`src/rtl/mem_wb_stage_buf_if.sv`:
```
// MEM -> WB stage bundle: upstream valid/ready, downstream valid/ready and payload fields.
// Optional performance counters appear only when MEM_WB_PERF_CNT_EN is defined.
interface mem_wb_stage_buf_if #(
    parameter int DATA_W     = 32,
    parameter int REG_ADDR_W = 5
) ();
    // Handshake: a beat moves on a side when valid & ready are both high at the
    // rising clock edge; valid never depends on ready, and ready is registered.
    logic                  in_valid;
    logic                  in_ready;
    logic                  flush;
    logic                  reg_write_in;
    logic                  mem_to_reg_in;
    logic [DATA_W-1:0]     read_data_in;
    logic [DATA_W-1:0]     alu_result_in;
    logic [REG_ADDR_W-1:0] write_reg_in;

    logic                  out_valid;
    logic                  out_ready;
    logic                  reg_write_out;
    logic                  mem_to_reg_out;
    logic [DATA_W-1:0]     read_data_out;
    logic [DATA_W-1:0]     alu_result_out;
    logic [REG_ADDR_W-1:0] write_reg_out;
    logic [DATA_W-1:0]     wb_data_out;
    logic [1:0]            state_dbg;
`ifdef MEM_WB_PERF_CNT_EN
    logic [DATA_W-1:0]     retired_cnt_out;
    logic [DATA_W-1:0]     stall_cnt_out;
`endif

    modport slave (
        input  in_valid, flush, reg_write_in, mem_to_reg_in,
               read_data_in, alu_result_in, write_reg_in, out_ready,
        output in_ready, out_valid, reg_write_out, mem_to_reg_out,
               read_data_out, alu_result_out, write_reg_out, wb_data_out,
`ifdef MEM_WB_PERF_CNT_EN
               retired_cnt_out, stall_cnt_out,
`endif
               state_dbg
    );

    modport master (
        output in_valid, flush, reg_write_in, mem_to_reg_in,
               read_data_in, alu_result_in, write_reg_in, out_ready,
        input  in_ready, out_valid, reg_write_out, mem_to_reg_out,
               read_data_out, alu_result_out, write_reg_out, wb_data_out,
`ifdef MEM_WB_PERF_CNT_EN
               retired_cnt_out, stall_cnt_out,
`endif
               state_dbg
    );
endinterface

```
`src/rtl/mem_wb_stage_buf.sv`:
```
// MEM/WB pipeline register with a 2-entry skid buffer, flush and write-back data select.
// Define MEM_WB_PERF_CNT_EN to add retired/stall counters.
module mem_wb_stage_buf #(
    parameter int DATA_W     = 32,
    parameter int REG_ADDR_W = 5
) (
    input  logic            clk,
    input  logic            rst,
    mem_wb_stage_buf_if.slave bus
);
    typedef enum logic [1:0] {
        EMPTY = 2'd0,
        ONE   = 2'd1,
        TWO   = 2'd2
    } state_t;

    typedef struct packed {
        logic                  reg_write;
        logic                  mem_to_reg;
        logic [DATA_W-1:0]     read_data;
        logic [DATA_W-1:0]     alu_result;
        logic [REG_ADDR_W-1:0] write_reg;
    } entry_t;

    state_t state;
    entry_t main_q;
    entry_t skid_q;
    entry_t in_entry;
    logic   in_ready_q;
    logic   out_valid_q;
    logic   accept;
    logic   pop;

    assign in_entry = '{reg_write:  bus.reg_write_in,
                        mem_to_reg: bus.mem_to_reg_in,
                        read_data:  bus.read_data_in,
                        alu_result: bus.alu_result_in,
                        write_reg:  bus.write_reg_in};

    assign accept = bus.in_valid & in_ready_q;
    assign pop    = out_valid_q & bus.out_ready;

    // in_ready/out_valid are kept as registers that track the next state directly.
    always_ff @(posedge clk) begin
        if (rst) begin
            state       <= EMPTY;
            in_ready_q  <= 1'b1;
            out_valid_q <= 1'b0;
            main_q      <= '0;
            skid_q      <= '0;
        end else if (bus.flush) begin
            state            <= EMPTY;
            in_ready_q       <= 1'b1;
            out_valid_q      <= 1'b0;
            main_q.reg_write <= 1'b0;
            skid_q.reg_write <= 1'b0;
        end else begin
            case (state)
                EMPTY: begin
                    if (accept) begin
                        state       <= ONE;
                        out_valid_q <= 1'b1;
                        main_q      <= in_entry;
                    end
                end
                ONE: begin
                    if (accept && pop) begin
                        main_q <= in_entry;
                    end else if (accept) begin
                        state      <= TWO;
                        in_ready_q <= 1'b0;
                        skid_q     <= in_entry;
                    end else if (pop) begin
                        state       <= EMPTY;
                        out_valid_q <= 1'b0;
                    end
                end
                TWO: begin
                    if (pop) begin
                        state      <= ONE;
                        in_ready_q <= 1'b1;
                        main_q     <= skid_q;
                    end
                end
                default: begin
                    state       <= EMPTY;
                    in_ready_q  <= 1'b1;
                    out_valid_q <= 1'b0;
                end
            endcase
        end
    end

    assign bus.in_ready       = in_ready_q;
    assign bus.out_valid      = out_valid_q;
    assign bus.reg_write_out  = main_q.reg_write & out_valid_q;
    assign bus.mem_to_reg_out = main_q.mem_to_reg;
    assign bus.read_data_out  = main_q.read_data;
    assign bus.alu_result_out = main_q.alu_result;
    assign bus.write_reg_out  = main_q.write_reg;
    assign bus.wb_data_out    = main_q.mem_to_reg ? main_q.read_data : main_q.alu_result;
    assign bus.state_dbg      = state;

`ifdef MEM_WB_PERF_CNT_EN
    logic [DATA_W-1:0] retired_cnt_q;
    logic [DATA_W-1:0] stall_cnt_q;

    // Counters survive flush; only reset clears them.
    always_ff @(posedge clk) begin
        if (rst) begin
            retired_cnt_q <= '0;
            stall_cnt_q   <= '0;
        end else begin
            if (pop && bus.reg_write_out) begin
                retired_cnt_q <= retired_cnt_q + 1'b1;
            end
            if (bus.in_valid && !in_ready_q) begin
                stall_cnt_q <= stall_cnt_q + 1'b1;
            end
        end
    end

    assign bus.retired_cnt_out = retired_cnt_q;
    assign bus.stall_cnt_out   = stall_cnt_q;
`endif
endmodule

```
`src/flat_wrapper.sv`:
```
// flat-port wrapper written by rule: the top's interface ports become plain ports
module mem_wb_stage_buf_flat 
#(
    parameter int DATA_W     = 32,
    parameter int REG_ADDR_W = 5
)
  (clk, rst, bus_in_valid, bus_flush, bus_reg_write_in, bus_mem_to_reg_in, bus_read_data_in, bus_alu_result_in, bus_write_reg_in, bus_out_ready, bus_in_ready, bus_out_valid, bus_reg_write_out, bus_mem_to_reg_out, bus_read_data_out, bus_alu_result_out, bus_write_reg_out, bus_wb_data_out, bus_state_dbg);
  mem_wb_stage_buf_if #(.DATA_W(DATA_W), .REG_ADDR_W(REG_ADDR_W)) bus_i ();
  input  logic clk;
  input  logic rst;
  input wire logic [$bits(bus_i.in_valid)-1:0] bus_in_valid;
  input wire logic [$bits(bus_i.flush)-1:0] bus_flush;
  input wire logic [$bits(bus_i.reg_write_in)-1:0] bus_reg_write_in;
  input wire logic [$bits(bus_i.mem_to_reg_in)-1:0] bus_mem_to_reg_in;
  input wire logic [$bits(bus_i.read_data_in)-1:0] bus_read_data_in;
  input wire logic [$bits(bus_i.alu_result_in)-1:0] bus_alu_result_in;
  input wire logic [$bits(bus_i.write_reg_in)-1:0] bus_write_reg_in;
  input wire logic [$bits(bus_i.out_ready)-1:0] bus_out_ready;
  output wire logic [$bits(bus_i.in_ready)-1:0] bus_in_ready;
  output wire logic [$bits(bus_i.out_valid)-1:0] bus_out_valid;
  output wire logic [$bits(bus_i.reg_write_out)-1:0] bus_reg_write_out;
  output wire logic [$bits(bus_i.mem_to_reg_out)-1:0] bus_mem_to_reg_out;
  output wire logic [$bits(bus_i.read_data_out)-1:0] bus_read_data_out;
  output wire logic [$bits(bus_i.alu_result_out)-1:0] bus_alu_result_out;
  output wire logic [$bits(bus_i.write_reg_out)-1:0] bus_write_reg_out;
  output wire logic [$bits(bus_i.wb_data_out)-1:0] bus_wb_data_out;
  output wire logic [$bits(bus_i.state_dbg)-1:0] bus_state_dbg;
  assign bus_i.in_valid = bus_in_valid;
  assign bus_i.flush = bus_flush;
  assign bus_i.reg_write_in = bus_reg_write_in;
  assign bus_i.mem_to_reg_in = bus_mem_to_reg_in;
  assign bus_i.read_data_in = bus_read_data_in;
  assign bus_i.alu_result_in = bus_alu_result_in;
  assign bus_i.write_reg_in = bus_write_reg_in;
  assign bus_i.out_ready = bus_out_ready;
  assign bus_in_ready = bus_i.in_ready;
  assign bus_out_valid = bus_i.out_valid;
  assign bus_reg_write_out = bus_i.reg_write_out;
  assign bus_mem_to_reg_out = bus_i.mem_to_reg_out;
  assign bus_read_data_out = bus_i.read_data_out;
  assign bus_alu_result_out = bus_i.alu_result_out;
  assign bus_write_reg_out = bus_i.write_reg_out;
  assign bus_wb_data_out = bus_i.wb_data_out;
  assign bus_state_dbg = bus_i.state_dbg;
  mem_wb_stage_buf #(.DATA_W(DATA_W), .REG_ADDR_W(REG_ADDR_W)) u_core (.clk(clk), .rst(rst), .bus(bus_i));
endmodule
```
`config.mk`:
```
export PLATFORM = sky130hd
export DESIGN_NAME = mem_wb_stage_buf_flat
export DESIGN_NICKNAME = d
export VERILOG_FILES = /design/src/rtl/mem_wb_stage_buf_if.sv /design/src/rtl/mem_wb_stage_buf.sv /design/src/flat_wrapper.sv
export SDC_FILE = /design/constraint.sdc
export NUM_CORES = 1
export LEC_CHECK = 0
export CAP_MARGIN = 20
export CORE_UTILIZATION = 35
export DETAILED_ROUTE_END_ITERATION = 7
export DONT_BUFFER_PORTS = 1
export PLACE_DENSITY = 0.49
export SETUP_SLACK_MARGIN = 0.15
export SKIP_LAST_GASP = 1
export SLEW_MARGIN = 10
export SYNTH_ARGS = -nofsm -noshare
export SYNTH_HDL_FRONTEND = slang
export SYNTH_SLANG_ARGS = --single-unit
export TNS_END_PERCENT = 10
```
`constraint.sdc`:
```
create_clock -name clk -period 2.1 [get_ports clk]
set_input_delay 0.42 -clock clk [delete_from_list [all_inputs] [get_ports clk]]
set_output_delay 0.42 -clock clk [all_outputs]
set_load 0.05 [all_outputs]
```
==> out/results.tsv, run 1 <==
metric	value	unit
dieArea	22800	µm²
die_height	151	µm
synth_compound_area_share	29.7	%
port_buffers	0	
hold_violations	0	
synthAdderAreaFrac	0	%
start_util	35.6	%
synthSimpleGateAreaFrac	6.02	%
syn_to_final_growth	11.1	%
fin_hold_ws	59.2	ps
drtPass1Iterations	5	
synth_sequential_area_ratio	37.6	%
clock-sinks	146	
synth_nets	880	
max_freq	507	MHz
maxCapViolations	0	
fillers	2120	
ys_async_sr_fraction	0	%
cts_setup_buffers	0	
core	21800	µm²
holdBufCountCts	0	
vias	6256	
crit_type	reg2out	
grt_overflow	0	
h-tree-depth	4	
die_w	151	µm
synth_top_area_cell	dfxtp_1	
hold_path_class	in2reg	
routed_wl	24000	µm
clkTransAtPathRegs	60	ps
diodes	0	
worstSetupStartpointType	flip-flop	
synth.avg_cell_area	9.66	µm²
insertion_delay	420	ps
layout-drive-gt1-share	31.0	%
netlist.area_leader.share	37.6	%
antenna_found_initial	0	
ys_top_cells_by_area	dfxtp_1, a211oi_2, mux2i_1, a221oi_1, buf_4	
avgRoutedWirePerCell	23.1	µm
setup_tns	0	ps
numCtsBuffers	17	
ys_types	34	
layout.nets	825	
setup_viol	0	
cts_resized	1	
r2r_slack	300	ps
synth_xor_xnor_area_share	0	%
synth_edf_count	0	
hpwlAfterDp	15600	µm
grt_pass1_vias	5925	
synth_warnings	0	
cts_buffer_depth	2	
finalCritPeriodShare	93.9	%
cts_tree	done	
synth_top_family_by_area	compound AO/OA/AOI/OAI gates	
row_count	54	
root_buffer	clkbuf_16	
synth-seq-cells	146	
crit_end	bus_wb_data_out[3]	
grt_max_degree	143	
relSlewSlack	51.0	%
required	1680	ps
worstSetupEndpointType	output pin	
power	0.00777	W
arrival	1550	ps
synthCells	804	
netlist_area	7770	µm²
grt_pass1_wl	35800	µm
peakVddDrop	502	µV
remaining_drc_errors	0	
ios	183	
leakagePower	3.38	nW
critical_path.startpoint	u_core.bus.mem_to_reg_out	
viasPerCell	6.00	
synth_mux_area_share	13.8	%
r2r_cells	4	
worst_slew_pin_slew	735	ps
gp_congestion	0.779	
synth_ff_type	dfxtp_1	
power.density	900	nW/µm²
finClkSkew	6.28	ps
final_antenna_net_count	0	
track_usage	20.9	%
final_max_slew_viol_count	0	
r2r_end	u_core.bus.alu_result_out[14]	
fin_crit	1970	ps
drtIter0Drc	492	
rsz0062_at_grt	yes	
crit_fanout	32	
r2r-start	u_core.bus.state_dbg[0]	
status	finished, final reports clean	
placed cells by master (no fill, tap or decap), types with 2 or more instances in the layout:
master,count
a211oi_1,2
a211oi_2,70
a21o_1,2
a21oi_1,75
a221oi_1,70
buf_12,8
buf_4,86
bufinv_16,4
clkbuf_1,2
clkbuf_16,17
clkbuf_8,2
clkinv_4,2
clkinvlp_4,2
dfxtp_1,145
inv_6,2
mux2_2,30
mux2_4,2
mux2i_1,71
nand2_1,4
nand3_1,72
nor3b_1,2
o21ai_0,72
worst min path at each step:
stage / startpoint / depth (start not counted) / endpoint
final: rst / 1 / u_core.bus.alu_result_out[22]
after global routing: rst / 1 / u_core.bus.alu_result_out[22]
after CTS: rst / 1 / u_core.bus.alu_result_out[22]
after detailed placement: u_core.skid_q[25] / 2 / u_core.skid_q[25]
after global placement: u_core.skid_q[64] / 2 / u_core.skid_q[64]
after floorplan: u_core.skid_q[70] / 2 / u_core.skid_q[70]
sequential cells by signal, indices dropped and copies added (netlist names):
register and cells:
u_core.bus.alu_result_out 32, u_core.bus.write_reg_out 5, u_core.main_q 1, u_core.bus.out_valid 1
u_core.bus.in_ready 1, u_core.bus.read_data_out 32, u_core.bus.state_dbg 2, u_core.skid_q 71
u_core.bus.mem_to_reg_out 1
through the flow:
stage | util, % | worst slack [ps] | area [µm²] | cells
floorplan | - | 115 | 7770 | 804
detailed placement | 36.6 | 336 | 7990 | 1010
CTS | 39.5 | 113 | 8630 | 1042
global placement | 36.6 | 404 | 7990 | 1010
finish | 39.5 | 127 | 8630 | 1042
global route | 39.5 | 78.6 | 8630 | 1042
per-layer routing:
metal	track usage, %	routed length, µm	vias to the layer above
li1	-	-	2876
met1	25.5	9820	3106
met2	34.2	11600	248
met3	6.96	2120	26
met4	7.10	488	0
met5	0	0	-
layout make-up:
class | count | area (µm²) | area share, %
Inverter | 2 | 7.51 | 0.0870
Sequential cell | 146 | 2920 | 33.9
Timing Repair Buffer | 94 | 806 | 9.34
Clock buffer | 21 | 460 | 5.34
Multi-Input combinational cell | 488 | 3910 | 45.3
Clock inverter | 11 | 175 | 2.03
Tap cell | 280 | 350 | 4.06
worst max-delay path: stages (launching register included):
cell and delay (ps):
dfxtp_2 380, buf_12 230, mux2_2 500
cells in the mapped netlist, types with 2 or more instances:
master	instances
nand3_1	72
buf_2	29
a211oi_1	2
a221oi_1	70
nand2_1	4
buf_4	69
buf_6	9
nor3b_1	2
mux2_2	32
mux2i_1	71
o21ai_0	72
a21oi_1	75
clkbuf_1	61
a21o_1	2
dfxtp_1	146
a211oi_2	70
cells by family (layout without fill, tap and decap cells):
kind of cell / after synthesis / in the layout
AOI/OAI and AO/OA: 297 / 297
buffers and inverters: 170 / 128
DFF: 146 / 146
muxes: 103 / 103
and+or+nand+nor: 88 / 88
report_power, final:
| group | internal, W | switching [W] |
|---|---|---|
| Sequential | 0.00289 | 0.0000920 |
| Clock | 0.00206 | 0.00124 |
| Combinational | 0.000442 | 0.00104 |
(Power assumes the default switching activity.)
==> inputs of run 2 (changes only) <==
--- a/config.mk
+++ b/config.mk
@@ -6,10 +6,11 @@
 export NUM_CORES = 1
 export LEC_CHECK = 0
 export CAP_MARGIN = 20
+export CORE_MARGIN = 2
 export CORE_UTILIZATION = 35
 export DETAILED_ROUTE_END_ITERATION = 7
 export DONT_BUFFER_PORTS = 1
-export PLACE_DENSITY = 0.49
+export PLACE_DENSITY = 0.51
 export SETUP_SLACK_MARGIN = 0.15
 export SKIP_LAST_GASP = 1
 export SLEW_MARGIN = 10
==> constraint.sdc (replaced) <==
create_clock -name clk -period 1.7 [get_ports clk]
set_input_delay 0.34 -clock clk [delete_from_list [all_inputs] [get_ports clk]]
set_output_delay 0.34 -clock clk [all_outputs]
set_load 0.05 [all_outputs]
==> run 2 against run 1 <==
Net effect:
- the flow now finishes with violations (setup timing)
- final area rose by 8.0%
- global-route usage barely moved
- via count rose by 0.94%
- flip-flop and latch count did not move
- non-clock buffer count rose by 8
- clock power rose by 22%
- total power rose by 26%
- sequential power rose by 24%
- core utilization rose by 3.2 points
- highest routed layer unchanged
==> out/results.tsv, run 2 (synthesized netlist as in run 1, its figures left out) <==
metric	value	unit	change
status	finished with violations		
failed_checks	setup timing		
syn_to_final_growth	20.0	%	
stdcell_count	1050		+0.77%
track_usage	20.8	%	-0.032 points
gp_congestion	0.796		+2.2%
numCtsBuffers	17		unchanged
dieArea	23400	µm²	+2.7%
cts_tree	done		
hold_path_class	in2reg		
fin_crit	1740	ps	
r2r_slack	100	ps	-200 ps
hpwlAfterDp	16500	µm	+6.0%
vias	6315		+0.94%
setup_tns	-957	ps	-957 ps
core	21800	µm²	unchanged
start_util	35.6	%	unchanged
root_buffer	clkbuf_16		
max_freq	573	MHz	
worstSetupEndpointType	output pin		
diodes	0		unchanged
grt_overflow	0		unchanged
drtIter0Drc	352		-28%
port_buffers	0		unchanged
remaining_drc_errors	0		unchanged
final_core_util	42.7	%	+3.2 points
avgRoutedWirePerCell	24.0	µm	+4.1%
holdCritStartpoint	rst		
leakagePower	3.60	nW	+6.8%
cp_slowest_cell	mux2_4		
setup_viol	32		+32
insertion_delay	420	ps	about the same
hold_violations	0		unchanged
final_cell_mix	dfxtp_1, buf_4, a21oi_1		
dp_cells	1016		+0.59%
rsz0062_at_grt	yes		
antenna_found_initial	0		unchanged
clock-sinks	146		unchanged
min_to	u_core.skid_q[62]		
top_register	u_core.skid_q		
viasPerCell	6.01		+0.17%
power.density	1050	nW/µm²	+17%
required	1360	ps	-320 ps
finClkSkew	6.23	ps	-0.0487 ps
drtPass1Iterations	5		unchanged
final_max_slew_viol_count	0		unchanged
power	0.00981	W	+26%
ios	183		unchanged
h-tree-depth	4		unchanged
worst_slew_pin_slew	549	ps	-186 ps
cpPeakStageDelay	410	ps	-90 ps
die_w	153	µm	+1.3%
clkTransAtPathRegs	60	ps	about the same
whs_path_depth	1		unchanged
row_count	54		unchanged
layout.nets	833		+0.97%
arrival	1400	ps	-150 ps
r2r-start	u_core.bus.state_dbg[1]		
r2r_cells	4		unchanged
grt_pass1_wl	37900	µm	+5.8%
maxCapViolations	0		unchanged
relSlewSlack	63.4	%	+12 points
r2r_end	u_core.bus.alu_result_out[3]		
grt_max_degree	143		unchanged
die_height	153	µm	+1.3%
dp_slack	123	ps	-213 ps
grt_pass1_vias	6047		+2.1%
crit_fanout	14		-56%
peakVddDrop	585	µV	+17%
final_antenna_net_count	0		unchanged
worst-path-buf-inv	1		unchanged
layout-drive-gt1-share	39.6	%	+8.6 points
fillers	2013		-5.0%
cp_top_family	multiplexers		
largest_register_ffs	71		unchanged
routed_wl	25200	µm	+4.9%
finalCritPeriodShare	103	%	
worstSetupStartpointType	flip-flop		
final_common_cell	dfxtp_1		
crit_type	reg2out		
cts_buffer_depth	2		unchanged
path_cells	buf_12 > mux2_4		
worst_slack	-44.6	ps	-172 ps
-- run 2: cell count changes in the layout (fill, tap and decap cells not counted), moves of 3 or more --
cell / delta
a221oi_1: -57
a221oi_2: +57
buf_12: +11
buf_4: -6
clkinv_2: +3
dfxtp_1: -4
dfxtp_4: +4
mux2_2: -30
mux2_4: +30
-- run 2: timing repair --
action,in CTS,in global routing
hold endpoints to repair,88,5
buffers inserted,0,0
setup endpoints to repair,40,127
resized for setup,5,0
-- run 2: stage by stage --
stage / cell area (µm²) / hold slack [ps]
2_1_floorplan: 8300 / 450
3_3_place_gp: 8650 / 422
3_5_place_dp: 8650 / 420
4_1_cts: 9300 / -35.8
5_1_grt: 9320 / 16.3
6_report: 9320 / 25.7
-- run 2: worst max path at each step --
stage                     slack, ps  cells after the start                      start                           end
after global placement          170                      4                  bus_flush     u_core.bus.mem_to_reg_out
after floorplan                 110                      3  u_core.bus.mem_to_reg_out           bus_wb_data_out[15]
after CTS                       -60                      2  u_core.bus.mem_to_reg_out            bus_wb_data_out[1]
final                           -40                      2  u_core.bus.mem_to_reg_out            bus_wb_data_out[1]
after global routing            -90                      2  u_core.bus.mem_to_reg_out            bus_wb_data_out[1]
after detailed placement        120                      4                  bus_flush  u_core.bus.alu_result_out[3]
-- run 2: layout make-up --
cell class	instances	area [µm²]	share of cell area (%)
clock inverter	14	186	2.00
sequential	146	2940	31.5
timing repair buffer	102	1020	10.9
tap	280	350	3.76
clock buffer	18	439	4.71
multi-input combinational	488	4380	47.0
inverter	2	10.0	0.107
-- run 2: power by group --
part,total [W],leakage (nW),internal (W),switching (W)
Sequential,0.00371,1.19,0.00357,0.000138
Clock,0.00404,0.302,0.00249,0.00155
Combinational,0.00206,2.11,0.000694,0.00137
Total,0.00981,3.60,0.00675,0.00306
-- run 2: worst register-to-register path, delay by kind of cell, from the launching register on --
kind	cells	cell delay, ps
compound gates	2	450
simple gates	1	410
flops	1	360
buf+inv	1	290
-- run 2: metal layers --
metal  routed length (µm)  global-route usage, %  vias up
met4                  459                   5.91        0
met1                10900                   26.9     3178
met5                    0                      0        -
met2                11700                   32.4      221
met3                 2170                   8.25       28
li1                     -                      -     2888
==> inputs of run 3 (changes only) <==
--- a/config.mk
+++ b/config.mk
@@ -13,7 +13,6 @@
 export PLACE_DENSITY = 0.51
 export SETUP_SLACK_MARGIN = 0.15
 export SKIP_LAST_GASP = 1
-export SLEW_MARGIN = 10
 export SYNTH_ARGS = -nofsm -noshare
 export SYNTH_HDL_FRONTEND = slang
 export SYNTH_SLANG_ARGS = --single-unit
==> results of run 3 <==
Final layout, timing and power as in run 2 (identical DEF).
